<file path="src/rtl/uart_rx.sv">
// uart_rx: asynchronous serial receiver, 16x oversampled, LSB first.
// Frame: start bit, NB_DATA data bits, NB_STOP stop bits. Each good byte
// is delivered on o_rx_data with a one-cycle o_rx_done strobe.
// Optional feature macro: UART_RX_PARITY_EN adds an even-parity bit after
// the data bits and an o_parity_error strobe.
module uart_rx #(
    parameter int NB_DATA         = 8,
    parameter int NB_STOP         = 1,
    parameter int BAUD_RATE       = 9600,
    parameter int SYS_CLOCK       = 100000000,
    parameter int TICK_RATE       = SYS_CLOCK / (BAUD_RATE * 16),
    parameter int NB_TICK_COUNTER = $clog2(TICK_RATE),
    parameter int NB_DATA_COUNTER = $clog2(NB_DATA)
) (
    input  logic               i_clock,
    input  logic               i_reset,
    input  logic               i_rx_data,
    output logic [NB_DATA-1:0] o_rx_data,
    output logic               o_rx_done,
    output logic               o_frame_error,
`ifdef UART_RX_PARITY_EN
    output logic               o_parity_error,
`endif
    output logic               o_busy
);

    // Counter widths never collapse to zero; n_cnt also indexes stop bits.
    localparam int TW  = (NB_TICK_COUNTER > 0) ? NB_TICK_COUNTER : 1;
    localparam int SW  = (NB_STOP > 1) ? $clog2(NB_STOP) : 1;
    localparam int DW  = (NB_DATA_COUNTER > 0) ? NB_DATA_COUNTER : 1;
    localparam int NW  = (DW > SW) ? DW : SW;

    localparam logic [TW-1:0] TICK_LAST = TW'(TICK_RATE - 1);
    localparam logic [NW-1:0] DATA_LAST = NW'(NB_DATA - 1);
    localparam logic [NW-1:0] STOP_LAST = NW'(NB_STOP - 1);

`ifdef UART_RX_PARITY_EN
    typedef enum logic [2:0] {IDLE, START, DATA, PARITY, STOP, BREAK} state_t;
`else
    typedef enum logic [2:0] {IDLE, START, DATA, STOP, BREAK} state_t;
`endif

    logic               rx_meta;
    logic               rx_s;
    logic [TW-1:0]      tick_cnt;
    logic               tick;
    state_t             state, state_n;
    logic [3:0]         s_cnt, s_cnt_n;
    logic [NW-1:0]      n_cnt, n_cnt_n;
    logic [NB_DATA-1:0] shreg, shreg_n;
    logic               frame_ok;
    logic               done_n;
    logic               ferr_n;
`ifdef UART_RX_PARITY_EN
    logic               par_bit, par_bit_n;
    logic               perr_n;

    // Even parity: data bits plus parity bit must XOR to zero.
    assign frame_ok = ~(^shreg ^ par_bit);
`else
    assign frame_ok = 1'b1;
`endif

    // Two-flop synchronizer, reset to the idle-high line level.
    always_ff @(posedge i_clock) begin
        if (i_reset) begin
            rx_meta <= 1'b1;
            rx_s    <= 1'b1;
        end else begin
            rx_meta <= i_rx_data;
            rx_s    <= rx_meta;
        end
    end

    // Free-running divider producing one tick per oversample period.
    always_ff @(posedge i_clock) begin
        if (i_reset || tick) begin
            tick_cnt <= '0;
        end else begin
            tick_cnt <= tick_cnt + 1'b1;
        end
    end

    assign tick   = (tick_cnt == TICK_LAST);
    assign o_busy = (state != IDLE);

    // FSM state and per-frame datapath registers.
    always_ff @(posedge i_clock) begin
        if (i_reset) begin
            state <= IDLE;
            s_cnt <= '0;
            n_cnt <= '0;
            shreg <= '0;
`ifdef UART_RX_PARITY_EN
            par_bit <= 1'b0;
`endif
        end else begin
            state <= state_n;
            s_cnt <= s_cnt_n;
            n_cnt <= n_cnt_n;
            shreg <= shreg_n;
`ifdef UART_RX_PARITY_EN
            par_bit <= par_bit_n;
`endif
        end
    end

    // Next-state logic: samples are taken on ticks at mid-bit positions.
    always_comb begin
        state_n = state;
        s_cnt_n = s_cnt;
        n_cnt_n = n_cnt;
        shreg_n = shreg;
        done_n  = 1'b0;
        ferr_n  = 1'b0;
`ifdef UART_RX_PARITY_EN
        par_bit_n = par_bit;
        perr_n    = 1'b0;
`endif
        case (state)
            IDLE: begin
                if (!rx_s) begin
                    s_cnt_n = '0;
                    state_n = START;
                end
            end
            START: begin
                if (tick) begin
                    if (s_cnt == 4'd7) begin
                        if (!rx_s) begin
                            s_cnt_n = '0;
                            n_cnt_n = '0;
                            state_n = DATA;
                        end else begin
                            state_n = IDLE;
                        end
                    end else begin
                        s_cnt_n = s_cnt + 4'd1;
                    end
                end
            end
            DATA: begin
                if (tick) begin
                    if (s_cnt == 4'd15) begin
                        shreg_n = {rx_s, shreg[NB_DATA-1:1]};
                        s_cnt_n = '0;
                        if (n_cnt == DATA_LAST) begin
                            n_cnt_n = '0;
`ifdef UART_RX_PARITY_EN
                            state_n = PARITY;
`else
                            state_n = STOP;
`endif
                        end else begin
                            n_cnt_n = n_cnt + 1'b1;
                        end
                    end else begin
                        s_cnt_n = s_cnt + 4'd1;
                    end
                end
            end
`ifdef UART_RX_PARITY_EN
            PARITY: begin
                if (tick) begin
                    if (s_cnt == 4'd15) begin
                        par_bit_n = rx_s;
                        s_cnt_n   = '0;
                        state_n   = STOP;
                    end else begin
                        s_cnt_n = s_cnt + 4'd1;
                    end
                end
            end
`endif
            STOP: begin
                if (tick) begin
                    if (s_cnt == 4'd15) begin
                        s_cnt_n = '0;
                        if (n_cnt == STOP_LAST) begin
                            n_cnt_n = '0;
                            if (rx_s) begin
                                state_n = IDLE;
`ifdef UART_RX_PARITY_EN
                                perr_n  = ~frame_ok;
`endif
                                done_n  = frame_ok;
                            end else begin
                                ferr_n  = 1'b1;
                                state_n = BREAK;
                            end
                        end else begin
                            n_cnt_n = n_cnt + 1'b1;
                        end
                    end else begin
                        s_cnt_n = s_cnt + 4'd1;
                    end
                end
            end
            BREAK: begin
                if (rx_s) begin
                    state_n = IDLE;
                end
            end
            default: begin
                state_n = IDLE;
            end
        endcase
    end

    // Registered outputs: byte held between good frames, strobes one cycle.
    always_ff @(posedge i_clock) begin
        if (i_reset) begin
            o_rx_data     <= '0;
            o_rx_done     <= 1'b0;
            o_frame_error <= 1'b0;
`ifdef UART_RX_PARITY_EN
            o_parity_error <= 1'b0;
`endif
        end else begin
            if (done_n) begin
                o_rx_data <= shreg;
            end
            o_rx_done     <= done_n;
            o_frame_error <= ferr_n;
`ifdef UART_RX_PARITY_EN
            o_parity_error <= perr_n;
`endif
        end
    end

endmodule

</file>
<file path="config.mk">
export PLATFORM = sky130hd
export DESIGN_NAME = uart_rx
export DESIGN_NICKNAME = d
export VERILOG_FILES = /design/src/rtl/uart_rx.sv
export SDC_FILE = /design/constraint.sdc
export NUM_CORES = 1
export LEC_CHECK = 0
export ABC_CLOCK_PERIOD_IN_PS = 5910
export BUFFER_PORTS_ARGS = -buffer_cell sky130_fd_sc_hd__clkbuf_2
export CAP_MARGIN = 20
export CORE_MARGIN = 5
export CORE_UTILIZATION = 39
export DETAILED_ROUTE_END_ITERATION = 8
export GPL_TIMING_DRIVEN = 0
export HOLD_SLACK_MARGIN = 0.03
export REMOVE_ABC_BUFFERS = 1
export SYNTH_ARGS = -nofsm -noshare
export SYNTH_HDL_FRONTEND = slang
export SYNTH_SLANG_ARGS = --single-unit
</file>
<file path="constraint.sdc">
create_clock -name i_clock -period 5.91 [get_ports i_clock]
set_input_delay 0.591 -clock i_clock [delete_from_list [all_inputs] [get_ports i_clock]]
set_output_delay 0.591 -clock i_clock [all_outputs]
set_load 0.02 [all_outputs]
</file>
==> results of run 1 <==
per-layer routing:
layer / wire length (um) / share of wire (%)
met1: 2150 / 51
met2: 1890 / 44
met3: 151 / 3.6
met4: 55 / 1.3
met5: 0 / 0
power by group through the flow:
stage | Clock (W) | Combinational (W) | Sequential (W)
after global routing | 0.000241 | 0.000137 | 0.000298
final | 0.000222 | 0.000123 | 0.000296
after global placement | 0 | 0.000122 | 0.000302
after floorplan | 0 | 0.0000948 | 0.000295
after detailed placement | 0 | 0.000123 | 0.000302
after CTS | 0.000227 | 0.000123 | 0.000296
worst max-delay path, delay by kind of cell (launching register included):
kind	cells	cell delay, ps
compound gates	2	350
simple gates	2	1580
flops	1	350
sequential cells by signal, indices dropped and copies added, names as in the netlist:
name and count:
s_cnt 4, o_rx_done 1, state 3, o_rx_data 8
rx_meta 1, o_frame_error 1, tick_cnt 10, n_cnt 3
shreg 8, rx_s 1
final timing paths:
path / from / endpoint / depth (start not counted)
setup / recovery: tick_cnt[5]$_SDFF_PP0_ / o_rx_data[1]$_SDFFE_PP0P_ / 4
hold / removal: rx_meta$_SDFF_PP1_ / rx_s$_SDFF_PP1_ / 1
setup reg to reg: tick_cnt[5]$_SDFF_PP0_ / o_rx_data[1]$_SDFFE_PP0P_ / 4
hold reg to reg: rx_meta$_SDFF_PP1_ / rx_s$_SDFF_PP1_ / 1
layout by cell type, fill, tap and decap left out, types with 6 or more instances in the layout:
| cell | count |
|---|---|
| dfxtp_1 | 40 |
| nand3_1 | 21 |
| nand2_1 | 11 |
| inv_1 | 8 |
| ha_1 | 6 |
| o21ai_1 | 10 |
| clkbuf_2 | 13 |
| nor2_1 | 21 |
| a21oi_1 | 17 |
| o21ai_0 | 7 |
| xor2_1 | 6 |
layout make-up:
class / instances / area [sq um] / share of cell area [%]
multi-input cells: 163 / 1060 / 49.3
flip-flops and latches: 40 / 801 / 37.2
clock buffers: 5 / 68.8 / 3.20
repair buffers: 13 / 65.1 / 3.02
well taps: 67 / 83.8 / 3.90
clock inverters: 3 / 42.5 / 1.98
inverters: 8 / 30.0 / 1.40
per-stage QoR:
| stage | utilization [%] | hold slack [ps] | instances | setup slack [ps] | power (W) |
|---|---|---|---|---|---|
| floorplan | - | 389 | 211 | 3700 | 0.000390 |
| global placement | 42.4 | 391 | 291 | 3520 | 0.000424 |
| detailed placement | 42.4 | 397 | 291 | 3520 | 0.000425 |
| CTS | 44.7 | 417 | 299 | 3520 | 0.000646 |
| global route | 44.7 | 430 | 299 | 3310 | 0.000676 |
| finish | 44.7 | 412 | 299 | 3500 | 0.000641 |
cell families after synthesis:
| logic type | after synthesis | synth area share, % |
|---|---|---|
| AND/OR/NAND/NOR | 91 | 26.3 |
| adder cells (fa/ha/maj) | 6 | 3.83 |
| flip-flops | 40 | 40.8 |
| AO/OA/AOI/OAI | 53 | 17.6 |
| multiplexers | 4 | 2.30 |
| XOR/XNOR | 9 | 4.02 |
| buffers and inverters | 22 | 5.10 |
==> out/results.txt, run 1 <==
Hold buffer count at cts -> 0
Busiest grt layer -> met2
Routed len/inst -> 14.2 um
VDD IR max -> 0.000188 V
Count of cell types in the netlist -> 50
DR vias -> 1,664
Final setup viols -> 0
Largest area contributor in the netlist -> dfxtp_1
WP data arrival -> 2570 ps
Final Instance Area -> 0.00215 sq mm
Die span in y -> 80.9 um
Least-Margin Pin Slew -> 928 ps
Max Cap Violations -> 0
Largest net degree at the start of global routing -> 31
Hold Path Class -> flop to flop
Max Buffers Root-to-Sink -> 2
CP max FO -> 16
Total CTS buffers -> 5
Clock transition at the registers of the reported paths -> 80 ps
Max stage delay on crit path -> 870 ps
Layout cells sized above 1 -> 13.4%
Vias in the first global route -> 1,564
Post-layout nets -> 240
Worst-Skew Late Latency -> 290 ps
Fin crit period -> 2410 ps
ANT cells -> 0
Required time of the critical path -> 6060 ps
Synth top area share -> 40.8%
Port-buffer cells -> 13
Fmax -> 415 MHz
Initial Util -> 40.7%
Initial antenna violation count -> 0
RSZ-0062 raised after global routing -> false
Synth cell count leaders -> 40 x dfxtp_1, 21 x nand3_1, 21 x nor2_1
Remaining DRCs -> 0
Clock power frac -> 34.6%
GRT Residual Overflow -> 0
PwrDens -> 298 mW/mm^2
Final Hold Vio Count -> 0
Critical path capture point type -> flop
Post-synth ARST share -> 0%
Number of cell rows -> 25
First-pass GRT wire length -> 7530 um
CTS tree -> built
Final antenna-violating net count -> 0
DP Area -> 0.00204 sq mm
Synth top area cells -> dfxtp_1 41%, nand3_1 5.4%, a21oi_1 4.3%, nor2_1 4.0%, ha_1 3.8%
Logic gate share of total power -> 19.2%
Core footprint -> 0.00482 sq mm
Post-CTS setup buffer count -> 0
WL final -> 4250 um
Switch share -> 29.9%
Most numerous cell in the Yosys netlist -> dfxtp_1
# clock sinks -> 40
Yosys reg bits -> 40
Lkg Pwr -> 0.756 nW
Dominant synthesized flop cell -> dfxtp_1
Met2 usage -> 22.4%
P_sw -> 0.000192 W
Max Slew Vio Count -> 0
Met1 Resource Use GR -> 19.9%
M3 GR Usage -> 3.55%
Post-CTS sizing -> 0
Setup_tns -> 0 ps
Synth Area per Inst -> 8.72 sq um
H-Tree Depth -> 2
Post-synthesis instance total -> 225
Outcome -> finished, final reports clean
Synth warnings -> 0
Register area share after synthesis -> 40.8%
Root Driver -> clkbuf_8
Worst reg2reg setup slack -> 3500 ps
Number of iterations in the first detailed-routing pass -> 4
Flop pwr share -> 46.2%
Tcrit/Tclk final -> 40.8%
Routability congestion estimate -> 0.802
Fill cells -> 511
Die Wd -> 80.9 um
Internal power -> 0.000450 W
Critical path type -> flop to flop
DRT iter0 DRCs -> 158
Mapped Area -> 0.00196 sq mm
Io pins -> 14
CP startpoint kind -> flop
Die area -> 0.00655 sq mm
Post-synth EDFFs -> 0
Slew margin rel. -> 37.7%
GRT Util Overall -> 14.5%
DP Wirelength -> 2830 um
Area Overhead vs Synth -> 9.69%
Vias per cell -> 5.57
Skew final -> 10.6 ps
CP max stage cell -> or4_1
CP cell instances -> or4b_1, or4_1, o21ai_0, a21oi_1
(Power assumes the default switching activity.)
==> run 2: changes to the inputs <==
--- a/config.mk
+++ b/config.mk
@@ -5,7 +5,7 @@
 export SDC_FILE = /design/constraint.sdc
 export NUM_CORES = 1
 export LEC_CHECK = 0
-export ABC_CLOCK_PERIOD_IN_PS = 5910
+export ABC_CLOCK_PERIOD_IN_PS = 2400
 export BUFFER_PORTS_ARGS = -buffer_cell sky130_fd_sc_hd__clkbuf_2
 export CAP_MARGIN = 20
 export CORE_MARGIN = 5
==> constraint.sdc (replaced) <==
create_clock -name i_clock -period 2.4 [get_ports i_clock]
set_input_delay 0.24 -clock i_clock [delete_from_list [all_inputs] [get_ports i_clock]]
set_output_delay 0.24 -clock i_clock [all_outputs]
set_load 0.02 [all_outputs]
==> run 2 against run 1 <==
Against the previous run:
- via count fell by 0.66%
- sequential share of layout area decreased by 0.39 points
- hold slack worse by 290 ps
- clock skew is 1.6 ps lower
- flip-flop and latch count unchanged
- sequential power rose by 150%
- clock-buffer cell count unchanged
- global-route usage unchanged
- utilization increased by 0.47 points
- critical path depth did not move
- cell area grew 1.0%
- largest power group unchanged
==> out/results.txt, run 2 (same netlist as run 1, synthesis figures left out) <==
Outcome -> finished, final reports clean
Io pins -> 14 (unchanged)
CP startpoint kind -> flop
Area Overhead vs Synth -> 10.8%
Fin crit period -> 2260 ps (-157 ps)
WP data arrival -> 2430 ps (-140 ps)
Worst-Skew Late Latency -> 290 ps (about the same)
Buf+Inv Stages, Crit Path -> 1 (+1)
First-pass GRT wire length -> 7530 um (unchanged)
Most flop-heavy register -> tick_cnt
WL final -> 4240 um (-0.33%)
GRT Util Overall -> 14.5% (unchanged)
Skew final -> 8.97 ps (-1.63 ps)
CP max stage cell -> dfxtp_1
PwrDens -> 724 mW/mm^2 (+140%)
Largest net degree at the start of global routing -> 31 (unchanged)
Initial Util -> 40.7% (unchanged)
Hold Path Class -> input pin to flop
Max Slew Vio Count -> 0 (unchanged)
Port-buffer cells -> 13 (unchanged)
Routed len/inst -> 14.1 um (-0.99%)
Final Hold Vio Count -> 0 (unchanged)
Core footprint -> 0.00482 sq mm (unchanged)
CP max FO -> 16 (unchanged)
Max Buffers Root-to-Sink -> 2 (unchanged)
Sequential standard cell area -> 801 sq um (unchanged)
Max Cap Violations -> 0 (unchanged)
Number of iterations in the first detailed-routing pass -> 4 (unchanged)
CTS tree -> built
Least-Margin Pin Slew -> 671 ps (-257 ps)
Number of cell rows -> 25 (unchanged)
DP Worst Slack -> 13.4 ps (-3510 ps)
Crit-path leading delay family -> flip-flops
Required time of the critical path -> 2580 ps (-3480 ps)
Post-Route Utilization -> 45.1% (+0.47 points)
Tcrit/Tclk final -> 94.0% (+53 points)
Die area -> 0.00655 sq mm (unchanged)
Worst Setup Slack, final -> 144 ps (-3350 ps)
Vias in the first global route -> 1,564 (unchanged)
Hold buffer count at cts -> 0 (unchanged)
Critical path type -> flop to flop
CP cell instances -> inv_1, a211oi_1, nor4_4, mux2_4
Die Wd -> 80.9 um (unchanged)
ANT cells -> 0 (unchanged)
Die span in y -> 80.9 um (unchanged)
DRT iter0 DRCs -> 164 (+3.8%)
Hold_ws -> 127 ps (-285 ps)
H-Tree Depth -> 2 (unchanged)
Max stage delay on crit path -> 700 ps (-170 ps)
Clock transition at the registers of the reported paths -> 80 ps (about the same)
Routability congestion estimate -> 0.802 (unchanged)
Most frequent cells in the layout -> 40 x dfxtp_1, 21 x nor2_1, 21 x nand3_1
GRT Residual Overflow -> 0 (unchanged)
Commonest non-fill, non-tap cell in the layout -> dfxtp_1
Setup_tns -> 0 ps (unchanged)
Final setup viols -> 0 (unchanged)
Root Driver -> clkbuf_8
Largest register FFs -> 10 (unchanged)
Post-route insts no fill -> 301 (+0.67%)
RSZ-0062 raised after global routing -> false
Inst Count DP -> 291 (unchanged)
VDD IR max -> 0.000460 V (+140%)
Final antenna-violating net count -> 0 (unchanged)
Total CTS buffers -> 5 (unchanged)
Vias per cell -> 5.49 (-1.3%)
Multi-input gate area in the final layout -> 0.00107 sq mm (+0.71%)
DR vias -> 1,653 (-0.66%)
Slew margin rel. -> 55.0% (+17 points)
Fmax -> 443 MHz (+6.9%)
Remaining DRCs -> 0 (unchanged)
Critical path capture point type -> flop
Top flop regs -> tick_cnt x10, o_rx_data x8, shreg x8
DP Wirelength -> 2830 um (unchanged)
Layout cells sized above 1 -> 15.0% (+1.6 points)
Fill cells -> 509 (-0.39%)
Post-layout nets -> 242 (+0.83%)
# clock sinks -> 40 (unchanged)
Lkg Pwr -> 0.771 nW (+2.1%)
Initial antenna violation count -> 0 (unchanged)
## run 2: changes by cell type in the layout (fill, tap and decap cells not counted), sizes merged
cell	change
buf	+2
## run 2: area by class of cell
class	instances	area share, %
Clock buffer	5	3.16
Clock inverter	3	1.96
Inverter	8	1.38
Multi-Input combinational cell	163	49.1
Sequential cell	40	36.8
Tap cell	67	3.85
Timing Repair Buffer	15	3.68
## run 2: worst reg2reg max path, cell delays in order (launching register included)
cell and delay, ps:
dfxtp_1 700, inv_1 360, a211oi_1 640, nor4_4 120
mux2_4 320
## run 2: metal layers
| layer | global-route usage, % | wire length, um |
|---|---|---|
| met1 | 19.9 | 2070 |
| met2 | 22.4 | 1930 |
| met4 | 4.73 | 46 |
| met5 | 0 | 0 |
| met3 | 3.55 | 194 |
## run 2: path summary, 6_finish.rpt
| kind | start | to | slack (ps) | cells after the start |
|---|---|---|---|---|
| setup / recovery | state[0]$_SDFFE_PP0P_ | state[0]$_SDFFE_PP0P_ | 140 | 4 |
| hold / removal | i_rx_data | rx_meta$_SDFF_PP1_ | 130 | 2 |
| hold reg to reg | rx_meta$_SDFF_PP1_ | rx_s$_SDFF_PP1_ | 410 | 1 |
| setup reg to reg | state[0]$_SDFFE_PP0P_ | state[0]$_SDFFE_PP0P_ | 140 | 4 |
## run 2: per-stage QoR
stage	cell area, sq um	total power (W)
after floorplan	1890	0.000961
after global placement	2040	0.00104
after detailed placement	2040	0.00105
after CTS	2150	0.00159
after global routing	2170	0.00167
final	2170	0.00157
## run 2: repair_timing
action | in CTS | in global routing
gates resized for setup | 0 | 2
buffers inserted | 0 | 2
setup endpoints to repair | 0 | 18
## run 2: power breakdown
group	switching [W]	leakage [nW]	internal, W
Clock	0.000236	0.0541	0.000308
Combinational	0.000186	0.394	0.000117
Sequential	0.0000467	0.323	0.000682
